### src/rtl/morse_pkg.sv
// Shared definitions for the Morse decipher block.
// Holds output code constants, timing thresholds, the timing FSM state type,
// the symbol buffer record and small helper functions used by main.
package morse_pkg;

   // Output character codes
   localparam logic [5:0] CODE_SPACE   = 6'd36;
   localparam logic [5:0] CODE_INVALID = 6'd63;
   localparam logic [5:0] CODE_RESET   = 6'd63;

   // Thresholds, in unit ticks unless noted
   localparam int unsigned DASH_TICKS     = 3;
   localparam int unsigned CHAR_GAP_TICKS = 3;
   localparam int unsigned WORD_GAP_TICKS = 7;
   localparam int unsigned FILTER_LEN     = 3;   // clk samples
   localparam int unsigned BASE_DIV       = 12;  // clk cycles per tick at spec=0
   localparam int unsigned MAX_SYMBOLS    = 5;

   // StIdle: line low, buffer empty. StMark: line high. StGap: line low, buffer holds symbols.
   typedef enum logic [1:0] {
      StIdle = 2'd0,
      StMark = 2'd1,
      StGap  = 2'd2
   } run_state_e;

   typedef enum logic {
      LastSpace = 1'b0,
      LastChar  = 1'b1
   } last_emit_e;

   // First symbol lives in pat[0]; dot = 0, dash = 1.
   typedef struct packed {
      logic       ovf;
      logic [2:0] len;
      logic [4:0] pat;
   } sym_buf_t;

   function automatic logic [3:0] sat_inc(input logic [3:0] v);
      return (v == 4'hF) ? v : v + 4'd1;
   endfunction

   // Append one symbol; beyond MAX_SYMBOLS only the overflow flag changes.
   function automatic sym_buf_t push_symbol(input sym_buf_t b, input logic dash);
      sym_buf_t r;
      r = b;
      if (b.len < 3'(MAX_SYMBOLS)) begin
         r.pat = b.pat | (5'(dash) << b.len);
         r.len = b.len + 3'd1;
      end else begin
         r.ovf = 1'b1;
      end
      return r;
   endfunction

endpackage

### src/rtl/morse_symbol_lut.sv
// Combinational ITU Morse pattern decoder.
// Ports:
//   len_i     - number of symbols (1..5)
//   pattern_i - symbols, first in bit 0, dot = 0, dash = 1; unused bits zero
//   code_o    - 0..25 = A..Z, 26..35 = digits 0..9, 63 = unknown pattern
module morse_symbol_lut
   import morse_pkg::*;
(
   input  logic [2:0] len_i,
   input  logic [4:0] pattern_i,
   output logic [5:0] code_o
);

   always_comb begin
      code_o = CODE_INVALID;
      case ({len_i, pattern_i})
         {3'd2, 5'd2}:  code_o = 6'd0;   // A .-
         {3'd4, 5'd1}:  code_o = 6'd1;   // B -...
         {3'd4, 5'd5}:  code_o = 6'd2;   // C -.-.
         {3'd3, 5'd1}:  code_o = 6'd3;   // D -..
         {3'd1, 5'd0}:  code_o = 6'd4;   // E .
         {3'd4, 5'd4}:  code_o = 6'd5;   // F ..-.
         {3'd3, 5'd3}:  code_o = 6'd6;   // G --.
         {3'd4, 5'd0}:  code_o = 6'd7;   // H ....
         {3'd2, 5'd0}:  code_o = 6'd8;   // I ..
         {3'd4, 5'd14}: code_o = 6'd9;   // J .---
         {3'd3, 5'd5}:  code_o = 6'd10;  // K -.-
         {3'd4, 5'd2}:  code_o = 6'd11;  // L .-..
         {3'd2, 5'd3}:  code_o = 6'd12;  // M --
         {3'd2, 5'd1}:  code_o = 6'd13;  // N -.
         {3'd3, 5'd7}:  code_o = 6'd14;  // O ---
         {3'd4, 5'd6}:  code_o = 6'd15;  // P .--.
         {3'd4, 5'd11}: code_o = 6'd16;  // Q --.-
         {3'd3, 5'd2}:  code_o = 6'd17;  // R .-.
         {3'd3, 5'd0}:  code_o = 6'd18;  // S ...
         {3'd1, 5'd1}:  code_o = 6'd19;  // T -
         {3'd3, 5'd4}:  code_o = 6'd20;  // U ..-
         {3'd4, 5'd8}:  code_o = 6'd21;  // V ...-
         {3'd3, 5'd6}:  code_o = 6'd22;  // W .--
         {3'd4, 5'd9}:  code_o = 6'd23;  // X -..-
         {3'd4, 5'd13}: code_o = 6'd24;  // Y -.--
         {3'd4, 5'd3}:  code_o = 6'd25;  // Z --..
         {3'd5, 5'd31}: code_o = 6'd26;  // 0 -----
         {3'd5, 5'd30}: code_o = 6'd27;  // 1 .----
         {3'd5, 5'd28}: code_o = 6'd28;  // 2 ..---
         {3'd5, 5'd24}: code_o = 6'd29;  // 3 ...--
         {3'd5, 5'd16}: code_o = 6'd30;  // 4 ....-
         {3'd5, 5'd0}:  code_o = 6'd31;  // 5 .....
         {3'd5, 5'd1}:  code_o = 6'd32;  // 6 -....
         {3'd5, 5'd3}:  code_o = 6'd33;  // 7 --...
         {3'd5, 5'd7}:  code_o = 6'd34;  // 8 ---..
         {3'd5, 5'd15}: code_o = 6'd35;  // 9 ----.
         default:       code_o = CODE_INVALID;
      endcase
   end

endmodule

### src/rtl/main.sv
// Morse-code decipher top block.
// Synchronizes and deglitches a raw keying line, times mark/space runs in unit
// ticks, classifies marks as dot/dash, and emits one 6-bit code per character
// (or word space) with a single-cycle strobe.
// Ports:
//   clk        - clock
//   rst        - asynchronous active-low reset
//   noisy_in   - raw keying line (async), high = key down
//   spec       - tick rate select, tick period = 12 * 2^spec clk cycles
//   char_out   - last decoded code, held between strobes (63 after reset)
//   char_ready - one-cycle strobe, char_out valid in the same cycle
module main
   import morse_pkg::*;
(
   input  logic       clk,
   input  logic       rst,
   input  logic       noisy_in,
   input  logic [2:0] spec,
   output logic [5:0] char_out,
   output logic       char_ready
);

   // ---------------- synchronizer ----------------
   logic sync1_q, sync2_q;

   always_ff @(posedge clk or negedge rst) begin
      if (!rst) begin
         sync1_q <= 1'b0;
         sync2_q <= 1'b0;
      end else begin
         sync1_q <= noisy_in;
         sync2_q <= sync1_q;
      end
   end

   // ---------------- deglitch filter ----------------
   logic       filt_q, filt_d, filt_change;
   logic [1:0] flt_cnt_q, flt_cnt_d;

   // flt_cnt counts consecutive samples disagreeing with the filtered level.
   always_comb begin
      filt_d      = filt_q;
      flt_cnt_d   = 2'd0;
      filt_change = 1'b0;
      if (sync2_q != filt_q) begin
         if (flt_cnt_q == 2'(FILTER_LEN - 1)) begin
            filt_d      = sync2_q;
            filt_change = 1'b1;
         end else begin
            flt_cnt_d = flt_cnt_q + 2'd1;
         end
      end
   end

   always_ff @(posedge clk or negedge rst) begin
      if (!rst) begin
         filt_q    <= 1'b0;
         flt_cnt_q <= 2'd0;
      end else begin
         filt_q    <= filt_d;
         flt_cnt_q <= flt_cnt_d;
      end
   end

   // ---------------- tick generator ----------------
   logic [2:0]  spec_q;
   logic [10:0] tick_cnt_q, tick_cnt_d, period_m1;
   logic        tick;

   always_comb begin
      period_m1 = (11'(BASE_DIV) << spec) - 11'd1;
      tick      = (spec == spec_q) && (tick_cnt_q == period_m1);
      if ((spec != spec_q) || tick) begin
         tick_cnt_d = 11'd0;
      end else begin
         tick_cnt_d = tick_cnt_q + 11'd1;
      end
   end

   always_ff @(posedge clk or negedge rst) begin
      if (!rst) begin
         spec_q     <= 3'd0;
         tick_cnt_q <= 11'd0;
      end else begin
         spec_q     <= spec;
         tick_cnt_q <= tick_cnt_d;
      end
   end

   // ---------------- run timing ----------------
   logic [3:0] run_q, run_d;
   logic [4:0] mark_ticks;
   logic       is_dash, char_gap_hit, word_gap_hit;

   always_comb begin
      if (filt_change) begin
         run_d = 4'd0;
      end else if (tick) begin
         run_d = sat_inc(run_q);
      end else begin
         run_d = run_q;
      end
      // A tick landing on the edge cycle belongs to the run that is ending.
      mark_ticks   = {1'b0, run_q} + {4'd0, tick};
      is_dash      = (mark_ticks >= 5'(DASH_TICKS));
      char_gap_hit = tick && !filt_q && (run_q == 4'(CHAR_GAP_TICKS - 1));
      word_gap_hit = tick && !filt_q && (run_q == 4'(WORD_GAP_TICKS - 1));
   end

   always_ff @(posedge clk or negedge rst) begin
      if (!rst) begin
         run_q <= 4'd0;
      end else begin
         run_q <= run_d;
      end
   end

   // ---------------- symbol decode ----------------
   sym_buf_t   buf_q, buf_d;
   logic [5:0] lut_code;

   morse_symbol_lut u_lut (
      .len_i     (buf_q.len),
      .pattern_i (buf_q.pat),
      .code_o    (lut_code)
   );

   // ---------------- timing FSM ----------------
   run_state_e state_q, state_d;
   last_emit_e last_q, last_d;
   logic       emit;
   logic [5:0] emit_code;
   logic [5:0] char_out_q;
   logic       char_ready_q;

   // While in StIdle/StGap the filtered level is low, so filt_change is a rise;
   // in StMark it is a fall.
   always_comb begin
      state_d   = state_q;
      buf_d     = buf_q;
      last_d    = last_q;
      emit      = 1'b0;
      emit_code = char_out_q;
      unique case (state_q)
         StIdle: begin
            if (word_gap_hit && (last_q == LastChar)) begin
               emit      = 1'b1;
               emit_code = CODE_SPACE;
               last_d    = LastSpace;
            end
            if (filt_change) begin
               state_d = StMark;
            end
         end
         StMark: begin
            if (filt_change) begin
               buf_d   = push_symbol(buf_q, is_dash);
               state_d = StGap;
            end
         end
         StGap: begin
            if (char_gap_hit) begin
               emit      = 1'b1;
               emit_code = buf_q.ovf ? CODE_INVALID : lut_code;
               last_d    = LastChar;
               buf_d     = '0;
               state_d   = filt_change ? StMark : StIdle;
            end else if (filt_change) begin
               state_d = StMark;
            end
         end
         default: begin
            state_d = StIdle;
            buf_d   = '0;
         end
      endcase
   end

   always_ff @(posedge clk or negedge rst) begin
      if (!rst) begin
         state_q      <= StIdle;
         buf_q        <= '0;
         last_q       <= LastSpace;
         char_out_q   <= CODE_RESET;
         char_ready_q <= 1'b0;
      end else begin
         state_q      <= state_d;
         buf_q        <= buf_d;
         last_q       <= last_d;
         char_ready_q <= emit;
         if (emit) begin
            char_out_q <= emit_code;
         end
      end
   end

   assign char_out   = char_out_q;
   assign char_ready = char_ready_q;

endmodule

### config.mk
export PLATFORM = sky130hd
export DESIGN_NAME = main
export DESIGN_NICKNAME = d
export VERILOG_FILES = /design/src/rtl/morse_pkg.sv /design/src/rtl/morse_symbol_lut.sv /design/src/rtl/main.sv
export SDC_FILE = /design/constraint.sdc
export NUM_CORES = 1
export LEC_CHECK = 0
export CAP_MARGIN = 30
export CORE_MARGIN = 2
export CORE_UTILIZATION = 61
export CTS_CLUSTER_DIAMETER = 60
export DETAILED_ROUTE_END_ITERATION = 12
export PLACE_DENSITY = 0.87
export SYNTH_ARGS = -nofsm -noshare
export SYNTH_HDL_FRONTEND = slang
export SYNTH_SLANG_ARGS = --single-unit
### constraint.sdc
create_clock -name clk -period 3.35 [get_ports clk]
set_input_delay 0.335 -clock clk [delete_from_list [all_inputs] [get_ports clk]]
set_output_delay 0.335 -clock clk [all_outputs]
set_load 0.005 [all_outputs]
==> qor.yml <==
clock_network:
  htreeDepth: 2
  path_clk_slew_ns: 0.07
  cts_tree: "built"
  cts.sinks: 42
  clockBufferDepth: 2
  cts-root-buf: "clkbuf_8"
  cts_made_buffers: 5
  cts_hold_buf: 0
  insertion_delay_ns: 0.30
pwr:
  swShare_pct: 40.8
  internal-power_w: 0.00102
  comb_power_share_pct: 37.3
  sequentialPowerShare_pct: 43.4
  pwr_density_cell_mw_per_mm2: 505
  ir_drop_uv: 368
  power.net_switching_w: 0.000707
  pwr-share-clk_pct: 19.3
  leakage_nw: 1.37
logic_synthesis:
  async_flop_share_pct: 100
  synthTopCellsByArea: "dfrtp_1 30%, dfstp_2 5.3%, nor2_1 4.4%"
  ys_seq_elements: 42
  synth_nets: 368
  synthCells: 353
  synth-seq-area-share_pct: 35.6
  yosys_warnings: 0
  synth_common_cells: "36 x dfrtp_1, 35 x nor2_1, 26 x nand2_1"
  netlist-cell-type-count: 62
  synth.avg_cell_area_sq_um: 8.42
  syn_area_sq_mm: 0.00297
  synth_most_common_cell: "dfrtp_1"
  synth_top_area_share_pct: 30.3
  synth_area_leader_cell: "dfrtp_1"
  synth-main-ff-cell: "dfrtp_1"
  synth_edf_count: 0
finish:
  final_nets: 384
  n_antenna_cell: 0
  area_growth_pct: 15.4
  final_layout_size_suffix_gt1_share_pct: 17.8
  fill_cells: 348
  final_cell_area_sq_mm: 0.00343
  final_core_util_pct: 72.6
timing:
  maxSlewHeadroom_pct: 40.4
  fmax_ghz: 0.315
  setup_violations: 0
  post-route-period-util_pct: 94.8
  tns_ns: 0
  fin_crit_ns: 3.18
  worst_slack_ns: 0.173
  tightest_slew_ns: 0.894
  hold_viol_final: 0
  rsz0062_at_grt: "no"
  slew_viol_final: 0
  clock-skew-final_ns: 0.00789
placement:
  place_area_sq_mm: 0.00326
  dp_hpwl_um: 4870
  pre_cts_ws_ns: -0.440
  gp_congestion: 0.995
  port_buffers: 12
setup_path:
  worst_r2r_path_depth: 14
  worstReg2RegEnd: "buf_q[3]"
  worstPathCellList: "dlygate4sd2_1, inv_2, ha_4, nand2b_4, ha_4, xor2_1, xnor2_1, nand4_1, or4_4, nor2_4, inv_1, nor2_1, ha_2, ha_4, a21oi_2, a211o_1, nor2_1, nand2_1, o21ai_1"
  critPathRequiredTime_ns: 3.52
  slowest_stage: "or4_4"
  crit_type: "primary input to flip-flop"
  r2r_start: "tick_cnt_q[9]"
  arrival_ns: 3.35
  cp-end-kind: "flip-flop"
  critPathMaxStageDelay_ns: 0.57
  start_kind: "primary input"
  crit_path_max_fanout: 3
  critPathMostFrequentCell: "ha_4"
  reg2reg_slack_ns: 0.28
drt:
  drt_iter0_drc: 287
  drc_errors: 0
  firstDrtPassIters: 4
  antenna_left: 0
  vias: 2741
  viasPerCell: 6.27
  avgRoutedWirePerCell_um: 16.4
  wl_um: 7150
die:
  dieArea_sq_mm: 0.00545
  core_sq_mm: 0.00472
  io_pins: 13
  start_util_pct: 62.9
  die_h_um: 73.8
  die_x_um: 73.8
  rows: 25
flow_run:
  cap_violations: 0
global_route:
  grt_pass1_vias: 2638
  grt_max_degree: 43
  grt_usage_pct: 27.5
  grt_pass1_wl_um: 11700
  overflow: 0
  antenna_found_initial: 0
worst_hold_path:
  hold_path_class: "primary input to asynchronous set/reset pin"
outcome:
  status: "finished, final reports clean"
[cell families (layout without fill, tap and decap cells)]
logic type / Yosys count / in the layout / share of synthesized area (%)
xor gates and xnor gates: 30 / 30 / 8.84
buffers and inverters: 38 / 55 / 4.97
DFF: 42 / 42 / 35.6
and+or+nand+nor: 153 / 153 / 28.1
adders and majority gates: 9 / 9 / 3.79
AOI/OAI and AO/OA: 76 / 76 / 17.0
muxes: 5 / 5 / 1.73
[cell type report]
| cell class | instances | area [sq um] | area share (%) |
|---|---|---|---|
| Multi-Input combinational cell | 273 | 1860 | 54.3 |
| Sequential cell | 42 | 1060 | 30.9 |
| Timing Repair Buffer | 35 | 288 | 8.39 |
| Clock buffer | 7 | 86.3 | 2.52 |
| Tap cell | 67 | 83.8 | 2.44 |
| Inverter | 12 | 45.0 | 1.31 |
| Clock inverter | 1 | 5.00 | 0.146 |
[through the flow]
step	hold slack, ns	total power [W]	std cells
6_report	0.163	0.00173	437
5_1_grt	0.243	0.00184	437
4_1_cts	0.192	0.00172	436
3_5_place_dp	0.342	0.00137	427
3_3_place_gp	0.337	0.00134	427
2_1_floorplan	0.0394	0.00120	353
[layout by cell type, fill, tap and decap left out, drive strengths merged, types with 4 or more instances in the layout]
master and n:
o32ai 4, dfrtp 36, dfstp 6, a31oi 4
nor2b 12, nor4 4, buf 24, o31ai 4
clkbuf 8, mux2i 4, inv 12, nand3 14
o22ai 5, nor3 9, ha 9, nand2 26
clkdlybuf4s50 8, xnor2 15, a32oi 5, and3 4
xor2 15, nand4 8, or3 4, nand2b 12
nor2 36, nor3b 5, o21ai 16, a21oi 17
[critical path, delay by kind of cell]
| kind | cells | cell delay [ns] |
|---|---|---|
| fa+ha+maj | 4 | 0.73 |
| xor+xnor | 2 | 0.33 |
| buf+inv | 3 | 0.37 |
| compound gates | 3 | 0.46 |
| simple gates | 7 | 1.11 |
[sequential cells by signal, indices dropped and copies added, names as in the netlist, 2 cells and up]
name        count
run_q           4
flt_cnt_q       2
spec_q          3
char_out        6
buf_q           9
state_q         2
tick_cnt_q     11
[worst max path at each step]
stage	start	endpoint	slack, ns	cells past startpoint
after floorplan	spec[1]	buf_q[2]	0.002	16
after global routing	spec[0]	buf_q[3]	0.03	19
after detailed placement	spec[1]	buf_q[1]	-0.44	16
after global placement	spec[0]	buf_q[3]	-0.32	17
final	spec[0]	buf_q[3]	0.17	19
after CTS	spec[2]	buf_q[3]	0.05	17
[power groups by stage]
stage | registers, W | clock network (W) | logic (W)
CTS | 0.000745 | 0.000343 | 0.000628
global placement | 0.000747 | 0 | 0.000594
floorplan | 0.000627 | 0 | 0.000578
finish | 0.000752 | 0.000334 | 0.000645
detailed placement | 0.000754 | 0 | 0.000612
global route | 0.000765 | 0.000366 | 0.000711
[per-layer routing]
layer,share of wire (%),global-route usage (%),wire length [um]
met4,3.2,14.5,228
met3,5.3,6.04,380
met1,39,31.5,2800
met2,52,47.5,3740
met5,0,0,0
[timing repair]
item                                    4_1_cts  5_1_grt
gates resized for setup                      13       11
hold endpoints to repair                      0        0
pin swaps                                     9        8
gates cloned                                  0        0
setup buffers                                 1        2
endpoints found under the setup margin        5        5
Power figures use the tool's default switching activity.
